`config.mk`:
```
export PLATFORM = sky130hd
export DESIGN_NAME = pipelined_rc_adder
export DESIGN_NICKNAME = d
export VERILOG_FILES = /design/src/rtl/pipelined_rc_adder.sv
export SDC_FILE = /design/constraint.sdc
export NUM_CORES = 1
export LEC_CHECK = 0
export CORE_ASPECT_RATIO = 0.5
export CORE_UTILIZATION = 45
export CTS_BUF_LIST = sky130_fd_sc_hd__clkbuf_8
export DETAILED_ROUTE_END_ITERATION = 6
export PLACE_DENSITY = 0.8
export SLEW_MARGIN = 20
export SYNTH_ARGS = -nofsm -noshare
export SYNTH_HDL_FRONTEND = slang
export SYNTH_SLANG_ARGS = --single-unit
```
`constraint.sdc`:
```
create_clock -name clk -period 4.4 [get_ports clk]
set_clock_uncertainty 0.1 [all_clocks]
set_input_delay 0.88 -clock clk [delete_from_list [all_inputs] [get_ports clk]]
set_output_delay 0.88 -clock clk [all_outputs]
set_load 0.005 [all_outputs]
```
`src/rtl/pipelined_rc_adder.sv`:
```
// Pipelined ripple-carry adder/subtractor: WIDTH bits split into STAGES slices with a
// registered inter-slice carry, operand skew on entry and result deskew on exit.
module pipelined_rc_adder #(
  parameter int WIDTH  = 8,
  parameter int STAGES = 2
) (
  input  logic             clk,
  input  logic             rst_n,
  input  logic             in_valid,
  output logic             in_ready,
  input  logic [WIDTH-1:0] x,
  input  logic [WIDTH-1:0] y,
  input  logic             cin,
  input  logic             sub,
  output logic             out_valid,
  input  logic             out_ready,
  output logic [WIDTH-1:0] s,
  output logic             cout,
  output logic             ovf
);
  localparam int SW = WIDTH / STAGES;

  logic              en;
  logic [WIDTH-1:0]  yc;
  logic [STAGES:0]   c;
  logic [STAGES-1:0] v;
  logic              ovf_r;

  assign out_valid = v[STAGES-1];
  assign en        = !(out_valid && !out_ready);
  assign in_ready  = en;
  assign yc        = sub ? ~y : y;
  assign c[0]      = sub | cin;
  assign cout      = c[STAGES];
  assign ovf       = ovf_r;

  always_ff @(posedge clk or negedge rst_n) begin
    if (!rst_n) begin
      v <= '0;
    end else if (en) begin
      v[0] <= in_valid && in_ready;
      for (int unsigned k = 1; k < STAGES; k++) begin
        v[k] <= v[k-1];
      end
    end
  end

  for (genvar k = 0; k < STAGES; k++) begin : g_stage
    logic [SW-1:0] a;
    logic [SW-1:0] b;
    logic [SW-1:0] sum;
    logic [SW:0]   cc;
    logic          cr;
    logic [SW-1:0] sr [STAGES-k];

    if (k == 0) begin : g_direct
      assign a = x[0 +: SW];
      assign b = yc[0 +: SW];
    end else begin : g_skew
      // Slice k of the operands waits k cycles so it meets its own carry from stage k-1.
      logic [SW-1:0] xs [k];
      logic [SW-1:0] ys [k];

      always_ff @(posedge clk or negedge rst_n) begin
        if (!rst_n) begin
          for (int unsigned i = 0; i < k; i++) begin
            xs[i] <= '0;
            ys[i] <= '0;
          end
        end else if (en) begin
          xs[0] <= x[k*SW +: SW];
          ys[0] <= yc[k*SW +: SW];
          for (int unsigned i = 1; i < k; i++) begin
            xs[i] <= xs[i-1];
            ys[i] <= ys[i-1];
          end
        end
      end

      assign a = xs[k-1];
      assign b = ys[k-1];
    end

    always_comb begin
      cc    = '0;
      sum   = '0;
      cc[0] = c[k];
      for (int unsigned i = 0; i < SW; i++) begin
        sum[i]  = a[i] ^ b[i] ^ cc[i];
        cc[i+1] = (a[i] & b[i]) | (cc[i] & (a[i] ^ b[i]));
      end
    end

    // sr[0] is the stage's own result register; the rest realign slices on s.
    always_ff @(posedge clk or negedge rst_n) begin
      if (!rst_n) begin
        cr <= 1'b0;
        for (int unsigned i = 0; i < STAGES-k; i++) begin
          sr[i] <= '0;
        end
      end else if (en) begin
        cr    <= cc[SW];
        sr[0] <= sum;
        for (int unsigned i = 1; i < STAGES-k; i++) begin
          sr[i] <= sr[i-1];
        end
      end
    end

    assign c[k+1]          = cr;
    assign s[k*SW +: SW]   = sr[STAGES-1-k];

    if (k == STAGES-1) begin : g_last
      always_ff @(posedge clk or negedge rst_n) begin
        if (!rst_n) begin
          ovf_r <= 1'b0;
        end else if (en) begin
          ovf_r <= cc[SW] ^ cc[SW-1];
        end
      end
    end
  end

endmodule
```
======== Word level (Yosys, flattened, before mapping) ========
Cells that the tools add are included.
cells by class
  add/subtract/negate cells ............... 0
  $mul .................................... 0
  divide/modulo/power cells ............... 0
  magnitude comparators ................... 0
  eq/ne operators ......................... 0
  shift-type cells ........................ 0
  mux-type cells .......................... 1
  bitwise operators ....................... 43
  reduce and logical (&&, ||, !) cells .... 4
operators with widths
  cell               count
  $xor 1x1->1        17
  $and 1x1->1        16
  $or 1x1->1         9
  $mux 8             1
  $not 8->8          1
  $logic_and 1x1->1  2
  $logic_not 1->1    2
storage, ports and cells
  flip-flop bits (word level) ............. 25
  bits in latches ......................... 0
  memory bits (writable) .................. 0
  bits in read-only memories .............. 0
  input port bits ......................... 22
  memories kept ........................... 0

======== Depth between registers and ports, before layout ========
  depth after elaboration ................. 11
  mapped depth ............................ 9
  gate-level depth less buffers ........... 9

======== Least setup slack after synthesis ========
Ideal clock, no wire load.
  path type ............................... input to register
  from .................................... in sub
  to ...................................... reg g_stage[0].sr[7] in the netlist's numbering
  library setup time ...................... 0.125 ns
  arrival time ............................ 3.063 ns
  required time ........................... 4.175 ns
  setup slack ............................. 1.113 ns
  cell stages on the path ................. 8
  buffers on the path ..................... 1
  cells stage by stage .................... buf_2 -> xnor2_1 -> fa_1 -> fa_1 -> fa_1 -> inv_1 -> fa_1 -> mux2_2
on the way
  longest elaborated chain between the ends .. 9
ends and longest elaborated chain
  what                            line  text
  start: declaration              14    input logic sub,
  $mux 8                          32    assign yc = sub ? ~y : y;
  $xor 1x1->1                     90    cc[i+1] = (a[i] & b[i]) | (cc[i] & (a[i] ^ b[i]));
  $and 1x1->1                     90
  $or 1x1->1                      90
  $and 1x1->1                     90
  $or 1x1->1                      90
  $and 1x1->1                     90
  $or 1x1->1                      90
  $xor 1x1->1 (*)                 89    sum[i] = a[i] ^ b[i] ^ cc[i];
  named net g_stage[0].sum[3]     51    logic [SW-1:0] sum;
  end signal: indexed assignment  105   sr[i] <= sr[i-1];
  end: declaration                54    logic [SW-1:0] sr [STAGES-k];
Mark *: on every way through the listed nets, which the timed path passes. The rest lies on a longest branch.
A chain may end at the register's enable or synchronous reset.

======== Worst setup path after layout ========
Same ends and word-level chain as after synthesis.

==> results.cfg <==
[grt]
grt_max_degree = 26
grt_pass1_vias = 777
use_met1_pct = 18.6
grt_pass1_wl_um = 3530
grtUsageMet3_pct = 6.36
grt-busiest-layer = met2
groute.usage.overall_pct = 15.8
grtUsageMet2_pct = 28.3
grt_overflow = 0
antenna_found_initial = 0

[power]
p_total_uw = 721
p_leak_uw = 0.000745
power.density_nw_per_um2 = 429
ir_drop_uv = 184

[logic_synthesis]
yosys.area.top_type_share_pct = 47.4
synth_top_family_by_area = multiplexers
yosysSeqAreaShare_pct = 47.4
synth_compound_area_share_pct = 2.27
synth-adder-area-share_pct = 12.1
synthArstFlopShare_pct = 100
synthCells = 95
yosysTopAreaCell = dfrtp_1
synth-edff-count = 0
synth_top_flop_cell = dfrtp_1
mappedNetlistNets = 125
yosysWarnings = 0
synth.avg_cell_area_um2 = 13.9
synthXorXnorAreaFrac_pct = 5.97
synth.mux.area_fraction_pct = 18.0
ys_seq_elements = 25
synth.area.top_cells = dfrtp_1, fa_1, mux2_4
syn-cell-area_um2 = 1320
synth.distinct_cells = 17
yosysMostFrequentCell = dfrtp_1
synth-simple-area-share_pct = 5.21
ys_top_cells_by_count = dfrtp_1, inv_1, mux2_4, fa_1

[clock_network]
cts_root_buf = clkbuf_8
htreeDepth = 1
ctsHoldBuffers = 0
ctsResizeCount = 0
clock-sinks = 25
cts_buffers = 3
path_clk_slew_ns = 0.08
cts_buffer_depth = 2
cts_tree = built
post-cts-setup-buffers = 0
clock_latency_ns = 0.27

[timing]
setup_viol = 0
finalMaxSlewViolations = 0
finalSetupTns_ns = 0
whs_ns = 0.386
tightest_slew_ns = 0.554
finalCriticalPeriod_ns = 3.36
rsz0062_at_grt = no
fmax_mhz = 298
setup_ws_ns = 1.04
slew_headroom_pct = 63.1
hold_viol = 0
period_share_pct = 76.3

[drt]
postRouteAntennaNets = 0
vias = 757
drtIter0Drc = 49
wirelength_um = 2120
via_per_inst = 4.64
first_pass_iters = 2
wl_per_cell_um = 13.0
drc_errors = 0

[place]
port_buffers = 33
dp_hpwl_um = 1610
pre_cts_ws_ns = 0.743
finalWeightedCongestion = 0.727

[setup_path]
cp-start-kind = input port
endpoint_kind = flop
critical_path_buf_inv_count = 2
crit_arrival_ns = 3.41
crit_family = adder cells
cpPeakStageDelay_ns = 0.52
slowest_stage = clkdlybuf4s50_1
path_class = in2reg
path_max_fanout = 3
cp_cell_sequence = clkdlybuf4s50_1 -> xnor2_1 -> fa_1 -> fa_1 -> fa_1 -> inv_1 -> fa_1 -> mux2_2
r2r_slack_ns = 1.96
critPathMostFrequentCell = fa_1
worstPathRequired_ns = 4.46

[layout]
layout-drive-gt1-share_pct = 19.8
num_antenna_cells = 0
fin_nets = 157
synthToLayoutAreaGrowth_pct = 27.2
nFillCells = 221

[die]
start_util_pct = 49.2
design.core.area_um2 = 2680
dieArea_um2 = 3170
die_h_um = 40.3
fp.dieW_um = 78.6
rows = 13
io_pins = 34

[worst_hold_path]
hold_path.class = reg2reg

[run]
maxCapViolations = 0

[run_status]
status = finished clean
[final timing paths]
kind | startpoint | end | cells after the start
worst max register to register | g_stage[0].cr | ovf | 9
worst max-delay path | sub | g_stage[0].sr[7] | 8
max in group asynchronous | rst_n | g_stage[1].sr[2] | 1
min in group asynchronous | rst_n | g_stage[0].sr[7] | 1
worst min register to register | v[0] | v[1] | 1
worst min-delay path | v[0] | v[1] | 1
[per-layer routing]
layer,vias up,wire (µm)
li1,357,-
met1,385,971
met2,15,1050
met3,0,103
met4,0,0
met5,-,0
[logic make-up after synthesis]
family	Yosys count
AO/OA/AOI/OAI	6
XOR/XNOR	9
adder cells (fa/ha/maj)	8
buffers and inverters	20
flip-flops	25
multiplexers	18
AND/OR/NAND/NOR	9
[cell usage in the layout (no fill, tap or decap)]
cell,count
or2_2,1
o21ai_0,6
inv_1,12
nor2_1,1
mux2_4,10
clkdlybuf4s50_1,32
buf_2,1
xnor2_1,6
nor2b_4,1
dfrtp_1,25
clkinv_2,1
xor2_1,3
clkbuf_8,3
mux2i_1,2
nand3b_1,6
mux2_2,6
buf_4,2
fa_1,8
[worst reg2reg max path, stage by stage, from the launching register on]
cell	delay [ns]
dfrtp_1	0.36
inv_1	0.06
fa_1	0.41
inv_1	0.08
fa_1	0.21
fa_1	0.22
inv_1	0.06
fa_1	0.39
xnor2_1	0.17
mux2_2	0.27
[flip-flops by register name, indices dropped and copies added (netlist names)]
register / count
g_stage.a: 4
ovf: 1
g_stage.sr: 8
v: 2
g_stage.b: 4
s: 4
cout: 1
g_stage.cr: 1
[metrics by stage]
stage               cell area (µm²)  cells  utilization, %
floorplan                      1320     95               -
global placement               1640    159            61.0
detailed placement             1640    159            61.0
CTS                            1680    163            62.8
global route                   1680    163            62.6
finish                         1680    163            62.6
[area by class of cell]
type | count | area, µm² | area share, %
clock buffers | 3 | 41.3 | 2.46
clock inverters | 1 | 5.00 | 0.298
inverters | 12 | 45.0 | 2.68
multi-input cells | 50 | 576 | 34.3
flip-flops and latches | 25 | 626 | 37.3
well taps | 37 | 46.3 | 2.76
repair buffers | 35 | 340 | 20.3
[power by group]
group,total (µW),leakage (µW),internal (µW),switching [µW]
sequential,332,0.000294,295,37.3
clock,132,0.0000255,63.3,68.7
combinational,257,0.000426,170,86.4
No activity file was read; power rests on OpenSTA's default activity.
